## config.mk

```make
export PLATFORM = sky130hd
export DESIGN_NAME = pwm_bank
export DESIGN_NICKNAME = d
export VERILOG_FILES = /design/src/rtl/pwm_pkg.sv /design/src/rtl/pwm_channel.sv /design/src/rtl/pwm_bank.sv
export SDC_FILE = /design/constraint.sdc
export NUM_CORES = 1
export LEC_CHECK = 0
export BUFFER_PORTS_ARGS = -buffer_cell sky130_fd_sc_hd__buf_2
export CAP_MARGIN = 20
export CORE_ASPECT_RATIO = 0.7
export CORE_UTILIZATION = 55
export CTS_CLUSTER_SIZE = 40
export DETAILED_ROUTE_END_ITERATION = 8
export GPL_TIMING_DRIVEN = 0
export MAX_ROUTING_LAYER = met4
export PLACE_DENSITY = 0.81
export REMOVE_ABC_BUFFERS = 1
export SYNTH_ARGS = -nofsm -noshare
export SYNTH_HDL_FRONTEND = slang
export SYNTH_SLANG_ARGS = --single-unit
```

## constraint.sdc

```tcl
create_clock -name clk -period 2.75 [get_ports clk]
set_clock_uncertainty 0.2 [all_clocks]
set_input_delay 0.55 -clock clk [delete_from_list [all_inputs] [get_ports clk]]
set_output_delay 0.55 -clock clk [all_outputs]
set_load 0.05 [all_outputs]
```

## src/rtl/pwm_pkg.sv

```systemverilog
// Shared widths, settings record, alignment-mode constants and counter direction for pwm_bank.
package pwm_pkg;

    localparam int unsigned PWM_CNT_W   = 16;
    localparam int unsigned PWM_PRESC_W = 16;

    localparam logic PWM_EDGE   = 1'b0;
    localparam logic PWM_CENTER = 1'b1;

    // Timebase settings at the default widths.
    typedef struct packed {
        logic [PWM_PRESC_W-1:0] prescale;
        logic [PWM_CNT_W-1:0]   period;
        logic                   center;
    } pwm_settings_t;

    typedef enum logic {
        DirUp,
        DirDown
    } dir_e;

endpackage

```

## src/rtl/pwm_channel.sv

```systemverilog
// One PWM output: active duty/polarity, compare against the shared counter, registered pin.
module pwm_channel
    import pwm_pkg::*;
#(
    parameter int unsigned CNT_W = PWM_CNT_W
) (
    input  logic             clk,
    input  logic             rst,
    input  logic             enable,
    input  logic             apply,
    input  logic [CNT_W-1:0] cnt,
    input  logic [CNT_W-1:0] duty_pend,
    input  logic             pol_pend,
    output logic             pwm_out
);

    logic [CNT_W-1:0] duty_q;
    logic             pol_q;
    logic             out_d;
    logic             out_q;

    // A disabled bank drives low regardless of polarity.
    always_comb begin
        out_d = enable && ((cnt < duty_q) ^ pol_q);
    end

    always_ff @(posedge clk or negedge rst) begin
        if (!rst) begin
            duty_q <= '0;
            pol_q  <= 1'b0;
            out_q  <= 1'b0;
        end else begin
            if (apply) begin
                duty_q <= duty_pend;
                pol_q  <= pol_pend;
            end
            out_q <= out_d;
        end
    end

    assign pwm_out = out_q;

endmodule

```

## src/rtl/pwm_bank.sv

```systemverilog
// Multi-channel PWM: shared prescaler and edge/center-aligned period counter, with
// double-buffered settings that switch over only on a period boundary.
module pwm_bank
    import pwm_pkg::*;
#(
    parameter int unsigned CHANNELS = 4,
    parameter int unsigned CNT_W    = PWM_CNT_W,
    parameter int unsigned PRESC_W  = PWM_PRESC_W
) (
    input  logic                      clk,
    input  logic                      rst,
    input  logic                      enable,
    input  logic                      load,
    input  logic [PRESC_W-1:0]        prescale,
    input  logic [CNT_W-1:0]          period,
    input  logic [CHANNELS*CNT_W-1:0] duty,
    input  logic [CHANNELS-1:0]       polarity,
    input  logic                      center,
    output logic [CHANNELS-1:0]       pwm_out,
    output logic                      period_tick,
    output logic                      update_pending
);

    typedef struct packed {
        logic [PRESC_W-1:0] prescale;
        logic [CNT_W-1:0]   period;
        logic               center;
    } settings_t;

    settings_t                 pend_q;
    settings_t                 act_q;
    logic [CHANNELS*CNT_W-1:0] duty_pend_q;
    logic [CHANNELS-1:0]       pol_pend_q;
    logic                      upd_q, upd_d;
    logic [PRESC_W-1:0]        presc_q, presc_d;
    logic [CNT_W-1:0]          cnt_q, cnt_d;
    dir_e                      dir_q, dir_d;
    logic                      tick;
    logic                      boundary;
    logic                      apply;
    logic                      period_tick_q;

    always_comb begin
        presc_d  = '0;
        cnt_d    = '0;
        dir_d    = DirUp;
        boundary = 1'b0;
        tick     = enable && (presc_q == act_q.prescale);
        if (enable) begin
            presc_d = tick ? '0 : presc_q + PRESC_W'(1);
            cnt_d   = cnt_q;
            dir_d   = dir_q;
            if (tick) begin
                if (act_q.center == PWM_EDGE) begin
                    if (cnt_q >= act_q.period) begin
                        cnt_d    = '0;
                        dir_d    = DirUp;
                        boundary = 1'b1;
                    end else begin
                        cnt_d = cnt_q + CNT_W'(1);
                    end
                end else begin
                    unique case (dir_q)
                        DirUp: begin
                            // A zero period never leaves the bottom, so every tick is a boundary.
                            if (act_q.period == '0) begin
                                boundary = 1'b1;
                            end else begin
                                cnt_d = cnt_q + CNT_W'(1);
                                if (cnt_d >= act_q.period) begin
                                    dir_d = DirDown;
                                end
                            end
                        end
                        DirDown: begin
                            if (cnt_q <= CNT_W'(1)) begin
                                cnt_d    = '0;
                                dir_d    = DirUp;
                                boundary = 1'b1;
                            end else begin
                                cnt_d = cnt_q - CNT_W'(1);
                            end
                        end
                    endcase
                end
            end
        end
        // A load coinciding with the switch-over stays pending for the next boundary.
        apply = upd_q && (boundary || !enable);
        upd_d = load || (upd_q && !apply);
    end

    always_ff @(posedge clk or negedge rst) begin
        if (!rst) begin
            presc_q       <= '0;
            cnt_q         <= '0;
            dir_q         <= DirUp;
            upd_q         <= 1'b0;
            period_tick_q <= 1'b0;
            pend_q        <= '0;
            act_q         <= '0;
            duty_pend_q   <= '0;
            pol_pend_q    <= '0;
        end else begin
            presc_q       <= presc_d;
            cnt_q         <= cnt_d;
            dir_q         <= dir_d;
            upd_q         <= upd_d;
            period_tick_q <= boundary;
            if (load) begin
                pend_q.prescale <= prescale;
                pend_q.period   <= period;
                pend_q.center   <= center;
                duty_pend_q     <= duty;
                pol_pend_q      <= polarity;
            end
            if (apply) begin
                act_q <= pend_q;
            end
        end
    end

    for (genvar i = 0; i < CHANNELS; i++) begin : g_ch
        pwm_channel #(
            .CNT_W(CNT_W)
        ) u_ch (
            .clk      (clk),
            .rst      (rst),
            .enable   (enable),
            .apply    (apply),
            .cnt      (cnt_q),
            .duty_pend(duty_pend_q[i*CNT_W +: CNT_W]),
            .pol_pend (pol_pend_q[i]),
            .pwm_out  (pwm_out[i])
        );
    end

    assign period_tick    = period_tick_q;
    assign update_pending = upd_q;

endmodule

```

==> impl_metrics.json, run 1 <==
{
  "final_max_slew_viol_count": 0,
  "drive_gt1_frac": 0.412,
  "synth-compound-area-share": 0.0694,
  "end_kind": "flop",
  "p_leak_nw": 7.81,
  "grt_start_max_net_pins": 125,
  "peakVddDrop_uv": 461,
  "cp_common_cell": "o211ai_1",
  "synthAdderAreaFrac": 0.0936,
  "fp-row-count": 46,
  "nets": 1457,
  "final_common_cell": "dfrtp_1",
  "yosys_warnings": 0,
  "max_freq_mhz": 318,
  "post-route-drc-count": 0,
  "avgRoutedWirePerCell_um": 20.3,
  "synth_xor_area_frac": 0.0341,
  "max_cap_violations": 0,
  "totalWireLength_um": 32200,
  "muxShareOfSynthArea": 0.208,
  "syn_inst": 1060,
  "gp_congestion": 0.907,
  "max_stage_delay_ns": 0.45,
  "r2r_cells": 12,
  "vias": 9164,
  "min_delay_worst_endpoint": "pend_q[15]",
  "seq_area_frac_synth": 0.470,
  "tightestPinTransition_ns": 0.629,
  "syn_area_um2": 12800,
  "antenna_found_initial": 0,
  "r2r_end": "dir_q",
  "clock-sinks": 241,
  "syn_area_per_cell_um2": 12.1,
  "status": "finished, violations left",
  "hold_viol_final": 0,
  "yosys_register_bits": 241,
  "rsz0062_at_grt": "yes",
  "die-height_um": 130,
  "drtIter0Drc": 703,
  "async_flop_share": 1.00,
  "crit_path_top_delay_cell": "dfrtp_2",
  "hold_path_depth": 2,
  "ioPinCount": 111,
  "min_from": "period[14]",
  "finalSetupTns_ns": -21.77,
  "syn_to_final_growth_pct": 24.2,
  "clk_path_buf_depth": 3,
  "crit_type": "flop to flop",
  "worst_ep_arrival_time_ns": 3.38,
  "grt_pass1_wl_um": 49000,
  "fin_ws_ns": -0.393,
  "insertion_delay_ns": 0.56,
  "utilization": 0.699,
  "htreeDepth": 1,
  "port_buffers": 110,
  "slew-limit-headroom": 0.581,
  "powerDensity_nw_per_um2": 586,
  "period_minus_slack_ns": 3.14,
  "via_per_inst": 5.78,
  "synth_top_family_by_area": "multiplexers",
  "num_antenna_cells": 0,
  "cts_tree": "done",
  "start_util": 0.563,
  "synthSimpleGateAreaFrac": 0.0758,
  "ant_nets": 0,
  "synth_cell_types": 56,
  "cp-start-kind": "flop",
  "dieArea_um2": 24000,
  "dieWidth_um": 185,
  "crit_path_max_fanout": 4,
  "cts-root-buf": "clkbuf_16",
  "grt_pass1_vias": 9176,
  "ff2ff_setup_slack_ns": -0.39,
  "finalSetupViolations": 103,
  "clkTransAtPathRegs_ns": 0.07,
  "violations": "negative setup slack",
  "finalCritPeriodShare": 1.14,
  "hp-class": "primary input to flop",
  "path_cells": "buf_6 > nand4_1 > buf_4 > or3_1 > nand2_1 > ha_1 > a21oi_2 > nor3_2 > nor3_1 > o211ai_1 > o211ai_1 > a21oi_1",
  "overflow": 0,
  "crit_required_ns": 2.99,
  "worst_hold_slack_ns": 0.0230,
  "dr.pass1.iters": 5,
  "dp_hpwl_um": 18800,
  "synth-main-ff-cell": "dfrtp_1",
  "cts_buffers": 24,
  "grt_usage": 0.274,
  "core_um2": 22800,
  "synth_enable_flop_cells": 0,
  "reg2reg_from": "cnt_q[0]",
  "final_cell_mix": "224 x dfrtp_1, 110 x buf_2, 101 x mux2_4, 101 x mux2_2, 93 x inv_1"
}
Yosys cell counts (6+ instances only):
master      n  area share
mux2_2    101       0.089
or3_1       8      0.0039
nor3_1     17      0.0066
clkbuf_1   26      0.0076
inv_1      95       0.028
nor4_1     11      0.0054
mux2_1     11      0.0097
nand2_1    33      0.0097
nor2b_1     6      0.0029
a22o_1      7      0.0048
a21boi_0    6      0.0035
nor2_1     50       0.015
mux2_4     90        0.11
o21ai_0    42       0.016
dfrtp_1   241        0.47
a21o_1      8      0.0047
o22ai_1     9      0.0044
xnor2_1    17       0.012
ha_1       96       0.094
buf_6      10      0.0088
nand2b_1    6      0.0029
xor2_1     33       0.023
nand4_1    20      0.0098
nand3_1    15      0.0059
a21oi_1    29       0.011
kinds of logic (layout without fill, tap and decap cells):
kind of cell,Yosys count,count (layout)
muxes,207,207
AOI/OAI and AO/OA,139,139
xor gates and xnor gates,50,50
DFF,241,241
adders and majority gates,96,96
buffers and inverters,142,355
and+or+nand+nor,185,185
worst max-delay path by stage:
| stage | startpoint | end | slack [ns] |
|---|---|---|---|
| 6_report | cnt_q[0] | dir_q | -0.39 |
| 5_1_grt | cnt_q[0] | dir_q | -0.49 |
| 4_1_cts | cnt_q[5] | g_ch[3].u_ch.duty_q[6] | -0.16 |
| 3_5_place_dp | presc_q[7] | cnt_q[2] | -1.01 |
| 3_3_place_gp | cnt_q[2] | g_ch[3].u_ch.duty_q[4] | -5.65 |
| 2_1_floorplan | cnt_q[2] | act_q[0] | -3.76 |
layout make-up:
cell class              count  area (um^2)
fillers                  1528         6860
multi-input cells         677         6530
inverters                  95          360
clock buffers              34          668
well taps                 312          390
flip-flops and latches    241         6060
repair buffers            217         1840
clock inverters             9         76.3
stage by stage:
stage,worst slack (ns),total power [mW],instances,cell area (um^2)
2_1_floorplan,-3.76,5.39,1013,12600
3_3_place_gp,-5.65,5.81,1435,13500
3_5_place_dp,-1.01,5.90,1447,13800
4_1_cts,-0.164,9.26,1562,15600
5_1_grt,-0.492,9.74,1585,15900
6_report,-0.393,9.33,1585,15900
critical path, delay by kind of cell, from the launching register on:
family,cells,cell delay (ns)
simple gates,5,0.97
flops,1,0.45
buf+inv,2,0.36
compound gates,4,0.78
fa+ha+maj,1,0.26
metal layers:
layer | routed length (um) | track usage | up-vias
li1 | - | - | 4148
met1 | 14300 | 0.370 | 4484
met2 | 14600 | 0.415 | 404
met3 | 2030 | 0.0583 | 128
met4 | 1270 | 0.0868 | 0
met5 | 0 | - | -
flip-flops by register name (all words and copies together), names as in the netlist:
signal             count
duty_pend_q           64
g_ch.u_ch.duty_q      64
act_q                 33
pend_q                33
cnt_q                 16
presc_q               16
g_ch.u_ch.pol_q        4
g_ch.u_ch.pwm_out      4
pol_pend_q             4
dir_q                  1
period_tick            1
update_pending         1
power by group:
part | internal (mW) | switching (mW) | total [mW]
logic | 1.05 | 0.795 | 1.85
clock network | 1.71 | 1.45 | 3.16
registers | 4.01 | 0.316 | 4.32
what timing repair did:
item | CTS | global route
gates cloned | 8 | 3
hold buffers | 1 | 0
buffers inserted | 63 | 26
pin swaps | 18 | 30
hold endpoints to repair | 124 | 0
endpoints found under the setup margin | 136 | 119
gates resized for setup | 96 | 43
(Power assumes the default switching activity.)
==> inputs of run 2 (changes only) <==
- CELL_PAD_IN_SITES_DETAIL_PLACEMENT: default -> 2
- CELL_PAD_IN_SITES_GLOBAL_PLACEMENT: default -> 2
- CORE_UTILIZATION: 55 -> 37
- PLACE_DENSITY: 0.81 -> 0.8
- clock period: 2.75 -> 2.65 ns (I/O delays scaled with it)
==> run 2 against run 1 <==
Effect of this change:
- the flow still finishes with violations (negative setup slack)
- global-route usage shrank 3.2 points
- via count grew 5.9%
- routed wire length grew 44%
- sequential power grew 4.9%
- combinational power grew 23%
- total power grew 14%
- first-iteration DRC count shrank 50%
- sequential cell count is the same
- utilization shrank 18 points
- die area grew 48%
- clock-buffer cell count is the same
- critical path depth grew 1
==> impl_metrics.json, run 2 (same netlist as run 1, synthesis figures left out) <==
{
  "dieArea_um2": 35400,
  "post-route-drc-count": 0,
  "via_per_inst": 5.31,
  "cp-start-kind": "flop",
  "utilization": 0.518,
  "ioPinCount": 111,
  "cts_buffers": 27,
  "clkTransAtPathRegs_ns": 0.07,
  "final_cell_mix": "219 x dfrtp_1, 110 x buf_2, 102 x mux2_2, 99 x mux2_4",
  "fin_ws_ns": -0.569,
  "status": "finished, violations left",
  "grt_pass1_wl_um": 63500,
  "port_buffers": 110,
  "power.total_mw": 10.6,
  "crit_path_top_delay_cell": "dfrtp_2",
  "die-height_um": 158,
  "dr.pass1.iters": 5,
  "max_cap_violations": 0,
  "antenna_found_initial": 0,
  "num_antenna_cells": 0,
  "end_kind": "flop",
  "cp.buffers_inverters": 2,
  "vias": 9701,
  "powerDensity_nw_per_um2": 607,
  "hold_viol_final": 0,
  "grt_start_max_net_pins": 101,
  "syn_to_final_growth_pct": 36.5,
  "start_util": 0.379,
  "worst_ep_arrival_time_ns": 3.47,
  "grt_pass1_vias": 10900,
  "gp_congestion": 0.817,
  "clock-sinks": 241,
  "rsz0062_at_grt": "yes",
  "overflow": 0,
  "cts_tree": "done",
  "dpl-instance-area_um2": 14000,
  "slew-limit-headroom": 0.471,
  "fin_area_um2": 17500,
  "grt_usage": 0.242,
  "tightestPinTransition_ns": 0.786,
  "finalCritPeriodShare": 1.21,
  "drtIter0Drc": 353,
  "crit_path_max_fanout": 4,
  "post-place-ws_ns": -1.44,
  "peakVddDrop_uv": 542,
  "clk_path_buf_depth": 3,
  "startpoint": "cnt_q[0]",
  "fp-row-count": 56,
  "cts-root-buf": "clkbuf_16",
  "max_freq_mhz": 311,
  "drive_gt1_frac": 0.446,
  "cp_common_cell": "nand4_1",
  "crit_type": "flop to flop",
  "reg2reg_from": "cnt_q[0]",
  "insertion_delay_ns": 0.57,
  "final_max_slew_viol_count": 0,
  "finalSetupViolations": 116,
  "avgRoutedWirePerCell_um": 25.4,
  "period_minus_slack_ns": 3.22,
  "htreeDepth": 1,
  "path_cells": "buf_6 > nand4_1 > nor2_4 > buf_4 > nand4_1 > xnor2_2 > ha_1 > nand4_1 > nor3_2 > nor3_1 > o211ai_1 > o211ai_1 > a21oi_1",
  "max_stage_delay_ns": 0.45,
  "cpLargestDelayFamily": "simple AND/OR/NAND/NOR gates",
  "final_common_cell": "dfrtp_1",
  "dp_hpwl_um": 24600,
  "p_leak_nw": 8.37,
  "core_um2": 33800,
  "totalWireLength_um": 46400,
  "min_from": "duty[10]",
  "top_regs": "duty_pend_q x64, g_ch.u_ch.duty_q x64",
  "crit_required_ns": 2.90,
  "dieWidth_um": 225,
  "ant_nets": 0,
  "hp-class": "primary input to flop",
  "violations": "negative setup slack",
  "nets": 1549
}
[run 2: routing by layer]
metal / vias to the layer above / wire length, um / track usage / part of all wire
li1: 4316 / - / - / -
met1: 5038 / 19800 / 0.305 / 0.43
met2: 247 / 23600 / 0.411 / 0.51
met3: 100 / 1540 / 0.0330 / 0.033
met4: 0 / 1430 / 0.0619 / 0.031
met5: - / 0 / - / 0
[run 2: worst paths after layout]
check,slack [ns],depth (start not counted),to
setup / recovery,-0.57,13,dir_q
hold / removal,0.008,2,duty_pend_q[10]
setup reg to reg,-0.57,13,dir_q
hold reg to reg,0.30,1,g_ch[1].u_ch.duty_q[12]
max in group asynchronous,0.64,4,cnt_q[4]
min in group asynchronous,0.37,2,g_ch[1].u_ch.duty_q[3]
[run 2: layout make-up]
type                       count  area [um^2]
multi-input combinational    677         6900
inverter                      95          360
fill                        3209        16300
sequential                   241         6080
timing repair buffer         306         2730
tap                          464          581
clock buffer                  34          732
clock inverter                11          140
[run 2: worst reg2reg max path, delay by kind of cell (launching register included)]
kind | cells | cell delay, ns
and+or+nand+nor | 6 | 1.02
AOI/OAI and AO/OA | 3 | 0.49
DFF | 1 | 0.45
adders and majority gates | 1 | 0.33
buffers and inverters | 2 | 0.27
xor gates and xnor gates | 1 | 0.32
[run 2: power by group]
part           switching (mW)  leakage (nW)  internal (mW)
Combinational            1.03          5.08           1.24
Clock                    1.61         0.430           2.23
Sequential              0.367          2.86           4.16
Total                    3.01          8.37           7.63
[run 2: timing repair]
action                                  4_1_cts  5_1_grt
hold buffers                                 57        0
pin swaps                                    25       49
resized for setup                            99      117
buffers inserted                             73       45
endpoints found under the setup margin      139      122
hold endpoints to repair                    137        0
cloned                                        4        7
[run 2: metrics by stage]
| step | instances | TNS, ns | hold slack [ns] |
|---|---|---|---|
| CTS | 1780 | -26.83 | 0.000667 |
| global placement | 1587 | -1553.98 | 0.266 |
| floorplan | 1013 | -391.14 | 0.0344 |
| global route | 1828 | -55.23 | 0.00420 |
| detailed placement | 1601 | -129.90 | 0.277 |
| finish | 1828 | -46.80 | 0.00801 |
==> inputs of run 3 (changes only) <==
- SKIP_CTS_REPAIR_TIMING: default -> 1
==> run 3 against run 2 <==
Effect of this change:
- the flow still finishes with violations (negative setup slack)
- die area is the same
- highest routed layer unchanged
- sequential cell count is the same
- worst setup slack better by 0.0096 ns
- largest cell class unchanged
- critical path depth down 3
- largest power group unchanged
==> impl_metrics.json, run 3 (same netlist as run 1, synthesis figures left out) <==
{
  "crit_path_max_fanout": 11,
  "period_minus_slack_ns": 3.21,
  "fillers": 3329,
  "end_kind": "flop",
  "fin_ws_ns": -0.559,
  "drive_gt1_frac": 0.397,
  "hold_viol_final": 0,
  "slew-limit-headroom": 0.514,
  "utilization": 0.479,
  "grt_usage": 0.206,
  "totalWireLength_um": 39600,
  "clock-sinks": 241,
  "ant_nets": 0,
  "overflow": 0,
  "syn_to_final_growth_pct": 26.3,
  "post-route-drc-count": 0,
  "instances_no_fill": 1770,
  "finalSetupViolations": 118,
  "dpl.cell_count": 1601,
  "top_regs": "duty_pend_q x64, g_ch.u_ch.duty_q x64",
  "nets": 1491,
  "crit_required_ns": 2.88,
  "rsz0062_at_grt": "yes",
  "dieWidth_um": 225,
  "powerDensity_nw_per_um2": 631,
  "grt_pass1_wl_um": 54800,
  "multi_input_area_um2": 6420,
  "die-height_um": 158,
  "dr.pass1.iters": 4,
  "final_max_slew_viol_count": 0,
  "p_leak_nw": 7.89,
  "cts_buffers": 27,
  "max_freq_mhz": 312,
  "clk_path_buf_depth": 3,
  "tightestPinTransition_ns": 0.726,
  "cts_tree": "done",
  "vias": 9160,
  "status": "finished, violations left",
  "clkTransAtPathRegs_ns": 0.06,
  "gp_congestion": 0.817,
  "drtIter0Drc": 305,
  "start_util": 0.379,
  "cp-start-kind": "flop",
  "hp-class": "primary input to flop",
  "finalCritPeriodShare": 1.21,
  "grt_start_max_net_pins": 101,
  "avgRoutedWirePerCell_um": 22.4,
  "insertion_delay_ns": 0.56,
  "port_buffers": 110,
  "grt_pass1_vias": 9534,
  "violations": "negative setup slack",
  "max_cap_violations": 0,
  "num_antenna_cells": 0,
  "antenna_found_initial": 0,
  "worst_ep_arrival_time_ns": 3.44,
  "dp_hpwl_um": 24600,
  "final_cell_mix": "223 x dfrtp_1, 111 x buf_2, 101 x mux2_2, 94 x inv_1, 92 x buf_4",
  "crit_type": "flop to flop",
  "via_per_inst": 5.18,
  "final_common_cell": "dfrtp_1",
  "ioPinCount": 111,
  "cts-root-buf": "clkbuf_16",
  "peakVddDrop_uv": 486,
  "htreeDepth": 1,
  "fp-row-count": 56,
  "dieArea_um2": 35400,
  "regArea_um2": 6070,
  "core_um2": 33800
}
## run 3: metrics by stage
| stage | power (mW) | setup slack, ns | setup TNS, ns | hold WS [ns] | area [um^2] |
|---|---|---|---|---|---|
| after floorplan | 5.59 | -3.86 | -391.14 | 0.0344 | 12600 |
| after CTS | 10.1 | -1.47 | -133.13 | -0.216 | 14800 |
| after detailed placement | 6.21 | -1.44 | -129.90 | 0.277 | 14000 |
| after global routing | 10.7 | -0.783 | -62.01 | -0.00148 | 16200 |
| final | 10.2 | -0.559 | -51.09 | 0.00271 | 16200 |
| after global placement | 6.09 | -6.15 | -1553.98 | 0.266 | 13700 |
## run 3: power breakdown
part | switching [mW] | total [mW] | internal, mW
registers | 0.355 | 4.51 | 4.16
logic | 0.850 | 1.87 | 1.02
clock network | 1.61 | 3.84 | 2.23
total | 2.81 | 10.2 | 7.41
## run 3: worst max-delay path, cell delays in order, from the launching register on
cell       delay (ns)
dfrtp_2          0.48
ha_1             0.36
nand4_1          0.21
a2111o_1         0.50
o21a_2           0.25
nor3_4           0.18
o21ai_4          0.13
buf_6            0.15
buf_12           0.14
clkbuf_16        0.17
mux2_4           0.29
## run 3: final cells by class
type | instances | share of cell area
Multi-Input combinational cell | 677 | 0.396
Sequential cell | 241 | 0.375
Timing Repair Buffer | 248 | 0.117
Clock buffer | 34 | 0.0452
Tap cell | 464 | 0.0358
Inverter | 95 | 0.0222
Clock inverter | 11 | 0.00865
## run 3: final timing paths
| path | slack [ns] | cells after the start | start | to |
|---|---|---|---|---|
| setup reg to reg | -0.56 | 10 | cnt_q[14] | g_ch[0].u_ch.duty_q[6] |
| hold / removal | 0.003 | 2 | prescale[7] | pend_q[24] |
| min in group asynchronous | 0.36 | 2 | rst | g_ch[1].u_ch.duty_q[3] |
| setup / recovery | -0.56 | 10 | cnt_q[14] | g_ch[0].u_ch.duty_q[6] |
| hold reg to reg | 0.29 | 1 | duty_pend_q[15] | g_ch[0].u_ch.duty_q[15] |
| max in group asynchronous | 0.70 | 4 | rst | cnt_q[12] |
## run 3: metal layers
layer	up-vias	part of all wire	track usage
li1	4200	-	-
met1	4747	0.44	0.279
met2	156	0.50	0.331
met3	57	0.040	0.0295
met4	0	0.017	0.0389
met5	-	0	-
